--- src/rtl/line_burst_pkg.sv ---
// Shared types and constants for the cache-line to memory-burst adapter.
package line_burst_pkg;

    localparam int unsigned LINE_WIDTH_C  = 256;
    localparam int unsigned BURST_WIDTH_C = 64;
    localparam int unsigned ADDR_WIDTH_C  = 32;
    localparam int unsigned BEATS_C       = LINE_WIDTH_C / BURST_WIDTH_C;
    localparam int unsigned OFFSET_BITS_C = $clog2(LINE_WIDTH_C / 8);
    localparam int unsigned STAT_WIDTH_C  = 32;
    localparam int unsigned STATE_WIDTH_C = 3;

    localparam logic [STATE_WIDTH_C-1:0] ST_IDLE  = 3'd0;
    localparam logic [STATE_WIDTH_C-1:0] ST_READ  = 3'd1;
    localparam logic [STATE_WIDTH_C-1:0] ST_WRITE = 3'd2;
    localparam logic [STATE_WIDTH_C-1:0] ST_DONE  = 3'd3;
    localparam logic [STATE_WIDTH_C-1:0] ST_GUARD = 3'd4;

    typedef enum logic [STATE_WIDTH_C-1:0] {
        LBA_IDLE  = ST_IDLE,
        LBA_READ  = ST_READ,
        LBA_WRITE = ST_WRITE,
        LBA_DONE  = ST_DONE,
        LBA_GUARD = ST_GUARD
    } lba_state_t;

    typedef logic [1:0] beat_idx_t;

endpackage

--- src/rtl/burst_beat_counter.sv ---
// Beat index shared by the fill and writeback bursts; wraps 3 -> 0.
module burst_beat_counter
    import line_burst_pkg::*;
(
    input  logic      clk,
    input  logic      reset,
    input  logic      clear,
    input  logic      inc,
    output beat_idx_t count_o,
    output logic      last_c
);

    always_ff @(posedge clk) begin
        if (reset || clear) begin
            count_o <= '0;
        end else if (inc) begin
            count_o <= beat_idx_t'(count_o + 2'd1);
        end
    end

    assign last_c = (count_o == beat_idx_t'(BEATS_C - 1));

endmodule

--- src/rtl/line_burst_adapter.sv ---
// Splits a 256-bit line fill/writeback into a 4-beat 64-bit memory burst.
// Optional LINE_BURST_ADAPTER_STATS_EN adds fill/writeback/stall counters.
module line_burst_adapter
    import line_burst_pkg::*;
#(
    parameter int unsigned LINE_WIDTH  = LINE_WIDTH_C,
    parameter int unsigned BURST_WIDTH = BURST_WIDTH_C,
    parameter int unsigned ADDR_WIDTH  = ADDR_WIDTH_C
) (
    input  logic                   clk,
    input  logic                   reset,
    input  logic [LINE_WIDTH-1:0]  line_i,
    output logic [LINE_WIDTH-1:0]  line_o,
    input  logic [ADDR_WIDTH-1:0]  address_i,
    input  logic                   read_i,
    input  logic                   write_i,
    output logic                   resp_o,
    input  logic [BURST_WIDTH-1:0] burst_i,
    output logic [BURST_WIDTH-1:0] burst_o,
    output logic [ADDR_WIDTH-1:0]  address_o,
    output logic                   read_o,
    output logic                   write_o,
    input  logic                   resp_i
`ifdef LINE_BURST_ADAPTER_STATS_EN
    ,
    output logic [STAT_WIDTH_C-1:0] fill_count_o,
    output logic [STAT_WIDTH_C-1:0] wb_count_o,
    output logic [STAT_WIDTH_C-1:0] stall_count_o
`endif
);

    localparam logic [ADDR_WIDTH-1:0] ADDR_MASK = ~ADDR_WIDTH'(LINE_WIDTH / 8 - 1);

    lba_state_t             state_q, state_d;
    logic [LINE_WIDTH-1:0]  buf_q, buf_d;
    logic [LINE_WIDTH-1:0]  line_d;
    logic [BURST_WIDTH-1:0] burst_d;
    logic [ADDR_WIDTH-1:0]  addr_d;
    logic                   read_d, write_d, resp_d;
    logic                   cnt_clr, cnt_inc, cnt_last;
    beat_idx_t              cnt;

    burst_beat_counter u_beat_counter (
        .clk    (clk),
        .reset  (reset),
        .clear  (cnt_clr),
        .inc    (cnt_inc),
        .count_o(cnt),
        .last_c (cnt_last)
    );

    // Next-state and next-output logic; all outputs are registered below.
    always_comb begin
        state_d = state_q;
        buf_d   = buf_q;
        line_d  = line_o;
        burst_d = burst_o;
        addr_d  = address_o;
        read_d  = 1'b0;
        write_d = 1'b0;
        resp_d  = 1'b0;
        cnt_clr = 1'b0;
        cnt_inc = 1'b0;
        case (state_q)
            LBA_IDLE: begin
                cnt_clr = 1'b1;
                if (write_i) begin
                    buf_d   = line_i;
                    burst_d = line_i[BURST_WIDTH-1:0];
                    addr_d  = address_i & ADDR_MASK;
                    write_d = 1'b1;
                    state_d = LBA_WRITE;
                end else if (read_i) begin
                    addr_d  = address_i & ADDR_MASK;
                    read_d  = 1'b1;
                    state_d = LBA_READ;
                end
            end
            LBA_READ: begin
                read_d = 1'b1;
                if (resp_i) begin
                    cnt_inc = 1'b1;
                    buf_d[BURST_WIDTH * 32'(cnt) +: BURST_WIDTH] = burst_i;
                    if (cnt_last) begin
                        read_d  = 1'b0;
                        resp_d  = 1'b1;
                        line_d  = buf_d;
                        state_d = LBA_DONE;
                    end
                end
            end
            LBA_WRITE: begin
                write_d = 1'b1;
                if (resp_i) begin
                    cnt_inc = 1'b1;
                    buf_d   = buf_q >> BURST_WIDTH;
                    burst_d = buf_q[2*BURST_WIDTH-1:BURST_WIDTH];
                    if (cnt_last) begin
                        write_d = 1'b0;
                        resp_d  = 1'b1;
                        state_d = LBA_DONE;
                    end
                end
            end
            // GUARD absorbs the controller's still-registered request.
            LBA_DONE:  state_d = LBA_GUARD;
            LBA_GUARD: state_d = LBA_IDLE;
            default:   state_d = LBA_IDLE;
        endcase
    end

    always_ff @(posedge clk) begin
        if (reset) begin
            state_q   <= LBA_IDLE;
            buf_q     <= '0;
            line_o    <= '0;
            burst_o   <= '0;
            address_o <= '0;
            read_o    <= 1'b0;
            write_o   <= 1'b0;
            resp_o    <= 1'b0;
        end else begin
            state_q   <= state_d;
            buf_q     <= buf_d;
            line_o    <= line_d;
            burst_o   <= burst_d;
            address_o <= addr_d;
            read_o    <= read_d;
            write_o   <= write_d;
            resp_o    <= resp_d;
        end
    end

`ifdef LINE_BURST_ADAPTER_STATS_EN
    logic fill_q;

    // Saturating transaction and stall counters.
    always_ff @(posedge clk) begin
        if (reset) begin
            fill_q        <= 1'b0;
            fill_count_o  <= '0;
            wb_count_o    <= '0;
            stall_count_o <= '0;
        end else begin
            if (state_q == LBA_IDLE && (write_i || read_i)) begin
                fill_q <= !write_i;
            end
            if (state_q == LBA_DONE) begin
                if (fill_q && fill_count_o != '1) begin
                    fill_count_o <= fill_count_o + 1'b1;
                end
                if (!fill_q && wb_count_o != '1) begin
                    wb_count_o <= wb_count_o + 1'b1;
                end
            end
            if ((state_q == LBA_READ || state_q == LBA_WRITE) && !resp_i
                && stall_count_o != '1) begin
                stall_count_o <= stall_count_o + 1'b1;
            end
        end
    end
`endif

endmodule
--- config.mk ---
export PLATFORM = sky130hd
export DESIGN_NAME = line_burst_adapter
export DESIGN_NICKNAME = d
export VERILOG_FILES = /design/src/rtl/line_burst_pkg.sv /design/src/rtl/burst_beat_counter.sv /design/src/rtl/line_burst_adapter.sv
export SDC_FILE = /design/constraint.sdc
export NUM_CORES = 1
export LEC_CHECK = 0
export ABC_CLOCK_PERIOD_IN_PS = 4800
export BUFFER_PORTS_ARGS = -buffer_cell sky130_fd_sc_hd__buf_2
export CAP_MARGIN = 20
export CORE_AREA = 2 2 277 279
export CTS_BUF_LIST = sky130_fd_sc_hd__clkbuf_4
export DETAILED_ROUTE_END_ITERATION = 12
export DIE_AREA = 0 0 279 281
export MAX_ROUTING_LAYER = met4
export PLACE_DENSITY = 0.58
export SLEW_MARGIN = 20
export SYNTH_ARGS = -nofsm -noshare
export SYNTH_HDL_FRONTEND = slang
export SYNTH_SLANG_ARGS = --single-unit
export TNS_END_PERCENT = 10
--- constraint.sdc ---
create_clock -name clk -period 4.8 [get_ports clk]
set_input_delay 0.72 -clock clk [delete_from_list [all_inputs] [get_ports clk]]
set_output_delay 0.72 -clock clk [all_outputs]
set_load 0.01 [all_outputs]
Word level (Yosys, flattened, before mapping)
Cells that the tools add are included.

cells by class
  add/subtract/negate cells = 2
  bitwise logic cells = 2
  reduce and logical (&&, ||, !) cells = 12
  equal/unequal tests = 10
  mux-type cells = 26
  shifts and indexed selects = 2

operator list
  cell                       count
  $mux 256                   3
  $pmux 256 s3               1
  $bwmux 256                 1
  $shift 64x34->256 const A  1
  $shiftx 64x34->256         1
  $mux 64                    2
  $pmux 64 s2                1
  $mux 32                    2
  $neg 8->34                 1
  $mux 3                     4
  $mux 1                     9
  $pmux 3 s3                 1
  $reduce_and 3->1           3
  $eq 3x2->1 const B         2
  $ne 2x2->1 const B         3
  $ne 2x1->1 const B         2
  $pmux 1 s2                 2
  $reduce_and 4->1           1
  $reduce_bool 2->1          2
  $eq 3x1->1 const B         1
  $logic_not 3->1            1
  $ne 3x3->1 const B         1
  $reduce_bool 3->1          1
  $reduce_or 3->1            1
  other kinds (6)            7

storage, ports and cells
  bits of input ports = 357
  word-level logic and storage cells = 63
  register bits = 616
  output and inout port bits = 355

Logic depth before layout (Yosys ltp)
Gate-level depths: netlist (run 1).

  depth after elaboration = 5
  depth in mapped cells = 9
  gate-level depth less buffers = 6

By module
Synthesis (run 1) repeated with hierarchy kept, for this count alone.

second synthesis, totals
  cells, all modules = 3498
  area, all modules = 28735.1 um2

by module, submodules not included
  module              cells each  sequential area each (um2)  instances  area an instance (um2)
  line_burst_adapter  3491        12191.7                     1          28643.7
  burst_beat_counter  7           40.0                        1          91.3

Least setup slack after synthesis (run 1)
No wires, ideal clock.

  path type = reg2reg
  start = register u_beat_counter.count_o[0]
  end = register buf_q[34]
  library setup time = 0.070 ns
  required time = 4.730 ns
  arrival = 2.176 ns
  stages on the path, launching flop included = 9
  slack = 2.554 ns
  clock period less this slack = 2.246 ns
  buffers on the path = 2
  path through = dfxtp_1 -> inv_1 -> ha_1 -> nor4bb_1 -> buf_2 -> buf_1 -> a21oi_1 -> a221o_1 -> a21oi_1

on the way
  longest elaborated chain between the ends = 5
  elaborated cells on any way between the ends = 6
  those cells by class = 1 x add/sub; 2 x shift; 3 x mux

ends and longest elaborated chain
  item                                                            line                       text
  start: declaration                                              burst_beat_counter.sv:9    output beat_idx_t count_o,
  start signal: assignment                                        burst_beat_counter.sv:17   count_o <= beat_idx_t'(count_o + 2'd1);
  $neg 8->34 *                                                    line_burst_adapter.sv:83   buf_d[BURST_WIDTH * 32'(cnt) +: BURST_WIDTH] = burst_i;
  $shiftx 64x34->256 / $shift 64x34->256 (equally long branches)  line_burst_adapter.sv:83
  $bwmux 256 *                                                    line_burst_adapter.sv:83
  $mux 256 *                                                      line_burst_adapter.sv:81   if (resp_i) begin
  $pmux 256 s3 *                                                  line_burst_adapter.sv:64   case (state_q)
  end signal: assignment                                          line_burst_adapter.sv:124  buf_q <= buf_d;
  end: declaration                                                line_burst_adapter.sv:35   logic [LINE_WIDTH-1:0] buf_q, buf_d;

Every way passes the cells marked *; elsewhere a longest branch is shown, timed or not. The select of a mux whose other input is x is not followed.
A chain may end at the register's enable or synchronous reset.

Worst setup path after layout (run 1)
  start = register u_beat_counter.count_o[0]
  end = register buf_q[195]

The elaborated chain is that of the path after synthesis.

==> results.cfg, run 1 <==
[outcome]
status = finished clean

[global_routing]
gr-usage-met3 = 0.06534
grt_pass1_wl_um = 183900
grt_use_met2 = 0.4799
grt-busiest-layer = met2
grt_pass1_vias = 29114
grt_overflow = 0
grt_util_met1 = 0.3991
grtUsageTotal = 0.3148
grt_max_degree = 205
grt_antenna_before_repair = 27

[power]
p_per_area_nw_per_um2 = 538.5
switchingPower_mw = 7.981
p_leak_nw = 15.15
pwr-share-seq = 0.360
peakVddDrop_mv = 0.5137
sw_frac_of_total = 0.4108
intPower_mw = 11.45
clkPwrFrac = 0.262
combPwrFrac = 0.379

[setup_path]
slowest_delay_ns = 1.15
crit_buf_inv = 2
arrival_ns = 4.23
worst_setup_path_end_kind = flop
slowest_stage = and4bb_4
crit_required_ns = 5.70
regToRegEndpoint = buf_q[195]
path_cells = inv_1 > ha_4 > and4bb_4 > buf_4 > a22o_1 > a221oi_1 > nor3_1
worstReg2RegStart = u_beat_counter.count_o[0]
rrSetupSlack_ns = 1.47
reg2reg_depth = 7
cp_max_fo = 44
crit_type = reg2reg
cp-start-kind = flop
crit_family = simple AND/OR/NAND/NOR gates

[synth]
synth_area_um2 = 28170
synth_top_area_cell = dfxtp_1
synth_common_cells = dfxtp_1 (611), nor2_1 (470), nand2_1 (365)
avgSynthCellArea_um2 = 8.159
async_flop_share = 0
synth.distinct_cells = 49
synth_seq_area_share = 0.4342
synth_top_area_frac = 0.4342
synth-seq-cells = 611
yosys_warnings = 0
syn_inst = 3453
synth_area_leaders = dfxtp_1 (43%), nor2_1 (6.3%), a21oi_1 (6.0%)
dominantRegCellSynth = dfxtp_1
synth_edf_count = 0
synth.most_common_cell = dfxtp_1

[final_layout]
nNetsFinal = 4540
final_cells = 5304
syn2layout_area_growth_pct = 28.06
drive_gt1_frac = 0.2438
fin_area_um2 = 36080
fill_cells = 7614

[routing]
drtAntennaViolNets = 0
wl_um = 125500
route.vias.total = 30751
drtIter0Drc = 2810
drt_drc_violations_left = 0
dr.pass1.iters = 6
routedWlPerCell_um = 23.66
vias_per_cell = 5.798

[timing]
skew_ns = 0.07626
rsz0062_at_grt = no
slew_violations = 0
min_period_ns = 3.330
setup_viol_count_final = 0
report.final.hold_viol_count = 0
tns_ns = 0
min_period_over_period = 0.6937
whs_ns = 0.08555
tightest_slew_ns = 1.253
max_freq_mhz = 300.3
slew_headroom = 0.1646

[placement]
io_buffers = 701
placed_area_um2 = 31950
gp_congestion = 0.8362
dp_hpwl_um = 74890
place_inst = 4798

[die]
die-area_um2 = 78400
rows = 101
start_util = 0.3734
core_area_um2 = 75440
die_x_um = 279
ios = 712
die-height_um = 281

[clocking]
cts_buffer_depth = 3
h-tree-depth = 4
postCtsSetupBuffers = 0
worstSkewPairLatency_ns = 1.01
ctsResizeCount = 0
path_clk_slew_ns = 0.06
cts_hold_buf = 181
cts_sinks = 611
cts_tree = built
clockRootBuffer = clkbuf_4
cts_buffers = 175

[worst_hold_path]
whs_path_depth = 3
min_to = buf_q[221]
min-delay-start = line_i[221]
hold_path.class = in2reg

[run]
maxCapViolCount = 0
[per-stage QoR]
step | utilization | setup slack [ns] | total power [mW]
2_1_floorplan | - | 2.554 | 11.84
3_3_place_gp | 0.4235 | 1.510 | 14.21
3_5_place_dp | 0.4235 | 1.488 | 14.26
4_1_cts | 0.4773 | 1.500 | 19.49
5_1_grt | 0.4782 | 1.267 | 20.57
6_report | 0.4782 | 1.470 | 19.43
[cell type report]
type / count / area (µm²) / share of cell area
inverter: 70 / 266.5 / 0.007387
multi-input combinational: 2393 / 14160 / 0.3926
sequential: 611 / 12240 / 0.3393
clock buffer: 260 / 1952 / 0.05410
clock inverter: 38 / 297.8 / 0.008254
antenna: 27 / 67.56 / 0.001873
timing repair buffer: 927 / 5868 / 0.1627
tap: 978 / 1224 / 0.03392
[routing by layer]
layer,vias up,part of all wire
li1,14208,-
met1,14793,0.42
met2,1452,0.46
met3,298,0.079
met4,0,0.041
met5,-,0
[cell usage in the layout (no fill, tap or decap), types with 67 or more instances in the layout]
master,count
buf_2,700
dfxtp_1,609
nor2_1,467
nand2_1,363
a21oi_1,336
nor3_1,262
clkbuf_4,260
a221oi_1,186
dlygate4sd3_1,181
nor2b_1,139
a211oi_1,71
inv_1,67
[power groups by stage]
stage	clock (mW)	combinational, mW	sequential (mW)
finish	5.08	7.36	6.99
global route	5.45	8.00	7.12
CTS	5.19	7.34	6.96
detailed placement	0	7.20	7.07
global placement	0	7.15	7.06
floorplan	0	4.96	6.88
[flip-flops by register name (all words and copies together) (netlist names)]
name and count:
u_beat_counter.count_o 2, buf_q 256, state_q 3, resp_o 1, read_o 1, address_o 27
line_o 256, write_o 1, burst_o 64
[cell families after synthesis]
family                     Yosys count  synth area share
DFF                                611            0.4342
buffers and inverters              453           0.06875
and+or+nand+nor                   1315            0.2103
muxes                                8          0.002843
AOI/OAI and AO/OA                 1059            0.2813
adders and majority gates            5          0.002221
xor gates and xnor gates             1         0.0003109
other                                1         0.0001331
[worst min-delay path: cells and delay by family]
kind | cells | cell delay [ns]
AOI/OAI and AO/OA | 1 | 0.07
buffers and inverters | 1 | 0.10
and+or+nand+nor | 1 | 0.16
[worst max path at each step]
stage | from | endpoint | slack, ns | cells past startpoint
after floorplan | u_beat_counter.count_o[0] | buf_q[34] | 2.55 | 8
after global placement | u_beat_counter.count_o[0] | buf_q[198] | 1.51 | 7
after detailed placement | u_beat_counter.count_o[0] | buf_q[197] | 1.49 | 7
after CTS | u_beat_counter.count_o[0] | buf_q[197] | 1.50 | 7
after global routing | u_beat_counter.count_o[0] | buf_q[194] | 1.27 | 7
final | u_beat_counter.count_o[0] | buf_q[195] | 1.47 | 7
No activity file was read; power rests on OpenSTA's default activity.
==> run 2: changes to the inputs <==
- ABC_AREA: not set -> 1
- ABC_CLOCK_PERIOD_IN_PS: 4800 -> 3200
- CORE_AREA: 2 2 277 279 -> not set
- CORE_ASPECT_RATIO: not set -> 1.25
- CORE_MARGIN: not set -> 2
- CORE_UTILIZATION: not set -> 40
- DIE_AREA: 0 0 279 281 -> not set
- PLACE_DENSITY: 0.58 -> 0.6
- clock period: 4.8 -> 3.2 ns (I/O delays scaled with it)
==> results.cfg, run 2 <==
[clocking]
worstSkewPairLatency_ns = 1.07
cts_buffers = 168
cts_sinks = 611
clockRootBuffer = clkbuf_4
cts_tree = built
path_clk_slew_ns = 0.06
cts_buffer_depth = 3
h-tree-depth = 4
postCtsSetupBuffers = 0

[synth]
yosys_warnings = 0
synth_edf_count = 0
synth_seq_area_share = 0.3824
syn_inst = 5385
synth_top_area_frac = 0.3824
synth_area_um2 = 31980
synth.distinct_cells = 26
async_flop_share = 0
synth_top_area_cell = dfxtp_1
synth_common_cells = nand2_1 (1859), nor2_1 (966), dfxtp_1 (611)
dominantRegCellSynth = dfxtp_1
synth_area_leaders = dfxtp_1 (38%), nand2_1 (22%), nor2_1 (11%)
avgSynthCellArea_um2 = 5.940
synth.most_common_cell = nand2_1
synth-seq-cells = 611

[global_routing]
grt_overflow = 0
grt_antenna_before_repair = 17
grt_pass1_wl_um = 213500
grtUsageTotal = 0.3431
grt_max_degree = 204
grt_pass1_vias = 37017

[die]
die-area_um2 = 82250
die_x_um = 256.9
die-height_um = 320.2
rows = 115
core_area_um2 = 78990
ios = 712
start_util = 0.4049

[routing]
drtIter0Drc = 3041
drtAntennaViolNets = 0
drt_drc_violations_left = 0
routedWlPerCell_um = 18.62
vias_per_cell = 5.110
wl_um = 141800
route.vias.total = 38914
dr.pass1.iters = 6

[final_layout]
utilization = 0.5463
mostFrequentLayoutCells = nand2_1 (1859), nor2_1 (964), buf_2 (701)
largestRegisters = buf_q (256), line_o (256), burst_o (64)
syn2layout_area_growth_pct = 34.93
layout_commonest_cell = nand2_1
nNetsFinal = 6778
fill_cells = 8113
multiInputGateArea_um2 = 16280
regArea_um2 = 12240
drive_gt1_frac = 0.1624

[placement]
dp_hpwl_um = 83460
io_buffers = 701
gp_congestion = 0.8922

[setup_path]
cp-start-kind = flop
arrival_ns = 3.97
rrSetupSlack_ns = 0.12
worst_setup_path_end_kind = flop
path_cells = buf_4 > ha_4 > buf_4 > inv_1 > nand2_1 > o21ai_0 > nand2_1 > a21oi_1 > dlygate4sd3_1
slowest_delay_ns = 0.56
slowest_stage = dlygate4sd3_1
cp_max_fo = 33
crit_type = reg2reg
crit_required_ns = 4.10
reg2reg_depth = 9

[timing]
max_freq_mhz = 325.2
min_period_over_period = 0.9611
setup_viol_count_final = 0
skew_ns = 0.07397
rsz0062_at_grt = no
min_period_ns = 3.075
tightest_slew_ns = 1.137
tns_ns = 0
slew_headroom = 0.2421
slew_violations = 0
report.final.hold_viol_count = 0

[worst_hold_path]
whs_path_depth = 4
hold_path.class = in2reg

[power]
p_per_area_nw_per_um2 = 820.0
peakVddDrop_mv = 0.8131
p_leak_nw = 23.12

[outcome]
status = finished clean

[run]
maxCapViolCount = 0
==> run 2: cell types whose count changed in the layout (fill, tap and decap cells not counted), moves of 261 or more <==
| cell | change |
|---|---|
| nand3_1 | +391 |
| nor3_1 | -261 |
| inv_1 | +426 |
| dlygate4sd3_1 | +303 |
| nor2_1 | +497 |
| nand2_1 | +1496 |
==> run 2: worst paths after layout <==
kind / from / end
hold / removal: address_i[26] / address_o[26]
hold reg to reg: line_o[227] / line_o[227]
setup reg to reg: u_beat_counter.count_o[0] / buf_q[76]
setup / recovery: u_beat_counter.count_o[0] / buf_q[76]
==> run 2: report_power, final <==
group          total (mW)  switching, mW  internal [mW]
registers            10.5           1.01           9.50
clock network        7.36           3.58           3.78
logic                17.5           11.3           6.18
total                35.4           15.9           19.5
==> run 2: critical path: cells and delay by family (launching register included) <==
kind            cells  cell delay (ns)
compound gates      2             0.18
fa+ha+maj           1             0.25
buf+inv             4             1.91
flops               1             0.37
simple gates        2             0.21
==> run 2: cells by family (layout without fill, tap and decap cells) <==
logic type,after synthesis,in the layout,share of synthesized area
other,1,28,0.0001172
AOI/OAI and AO/OA,580,580,0.09416
DFF,611,611,0.3824
and+or+nand+nor,3293,3293,0.4079
buffers and inverters,895,2046,0.1134
adders and majority gates,5,5,0.001956
==> run 2: repair_timing <==
item | 4_1_cts | 5_1_grt
hold buffers | 484 | 0
endpoints found under the hold margin | 606 | 0
endpoints found under the setup margin | 0 | 4
resized for setup | 0 | 3
==> run 2: through the flow <==
| step | setup WS, ns | cells | area (µm²) | total power [mW] | hold slack [ns] |
|---|---|---|---|---|---|
| 4_1_cts | 0.1094 | 7592 | 43060 | 35.19 | 0.08150 |
| 5_1_grt | 0.02237 | 7613 | 43150 | 38.13 | 0.1187 |
| 2_1_floorplan | 0.9429 | 5389 | 32000 | 21.68 | 0.4942 |
| 3_3_place_gp | 0.5693 | 6814 | 36080 | 26.12 | 0.4789 |
| 3_5_place_dp | 0.5580 | 6814 | 36080 | 26.27 | 0.4875 |
| 6_report | 0.1246 | 7616 | 43160 | 35.39 | 0.1967 |
==> run 2: metal layers <==
layer,vias to the layer above,GRT usage,share of wire
met1,17646,0.3991,0.39
met5,-,-,0
met4,0,0.1939,0.058
met2,2011,0.5571,0.47
met3,456,0.06298,0.082
li1,18801,-,-
==> run 2: area by class of cell <==
class,count,share of cell area
Tap cell,1053,0.03053
Inverter,502,0.04450
Clock inverter,39,0.005045
Antenna cell,23,0.001334
Multi-Input combinational cell,3883,0.3772
Sequential cell,611,0.2836
Clock buffer,255,0.04436
Timing Repair Buffer,1250,0.2134
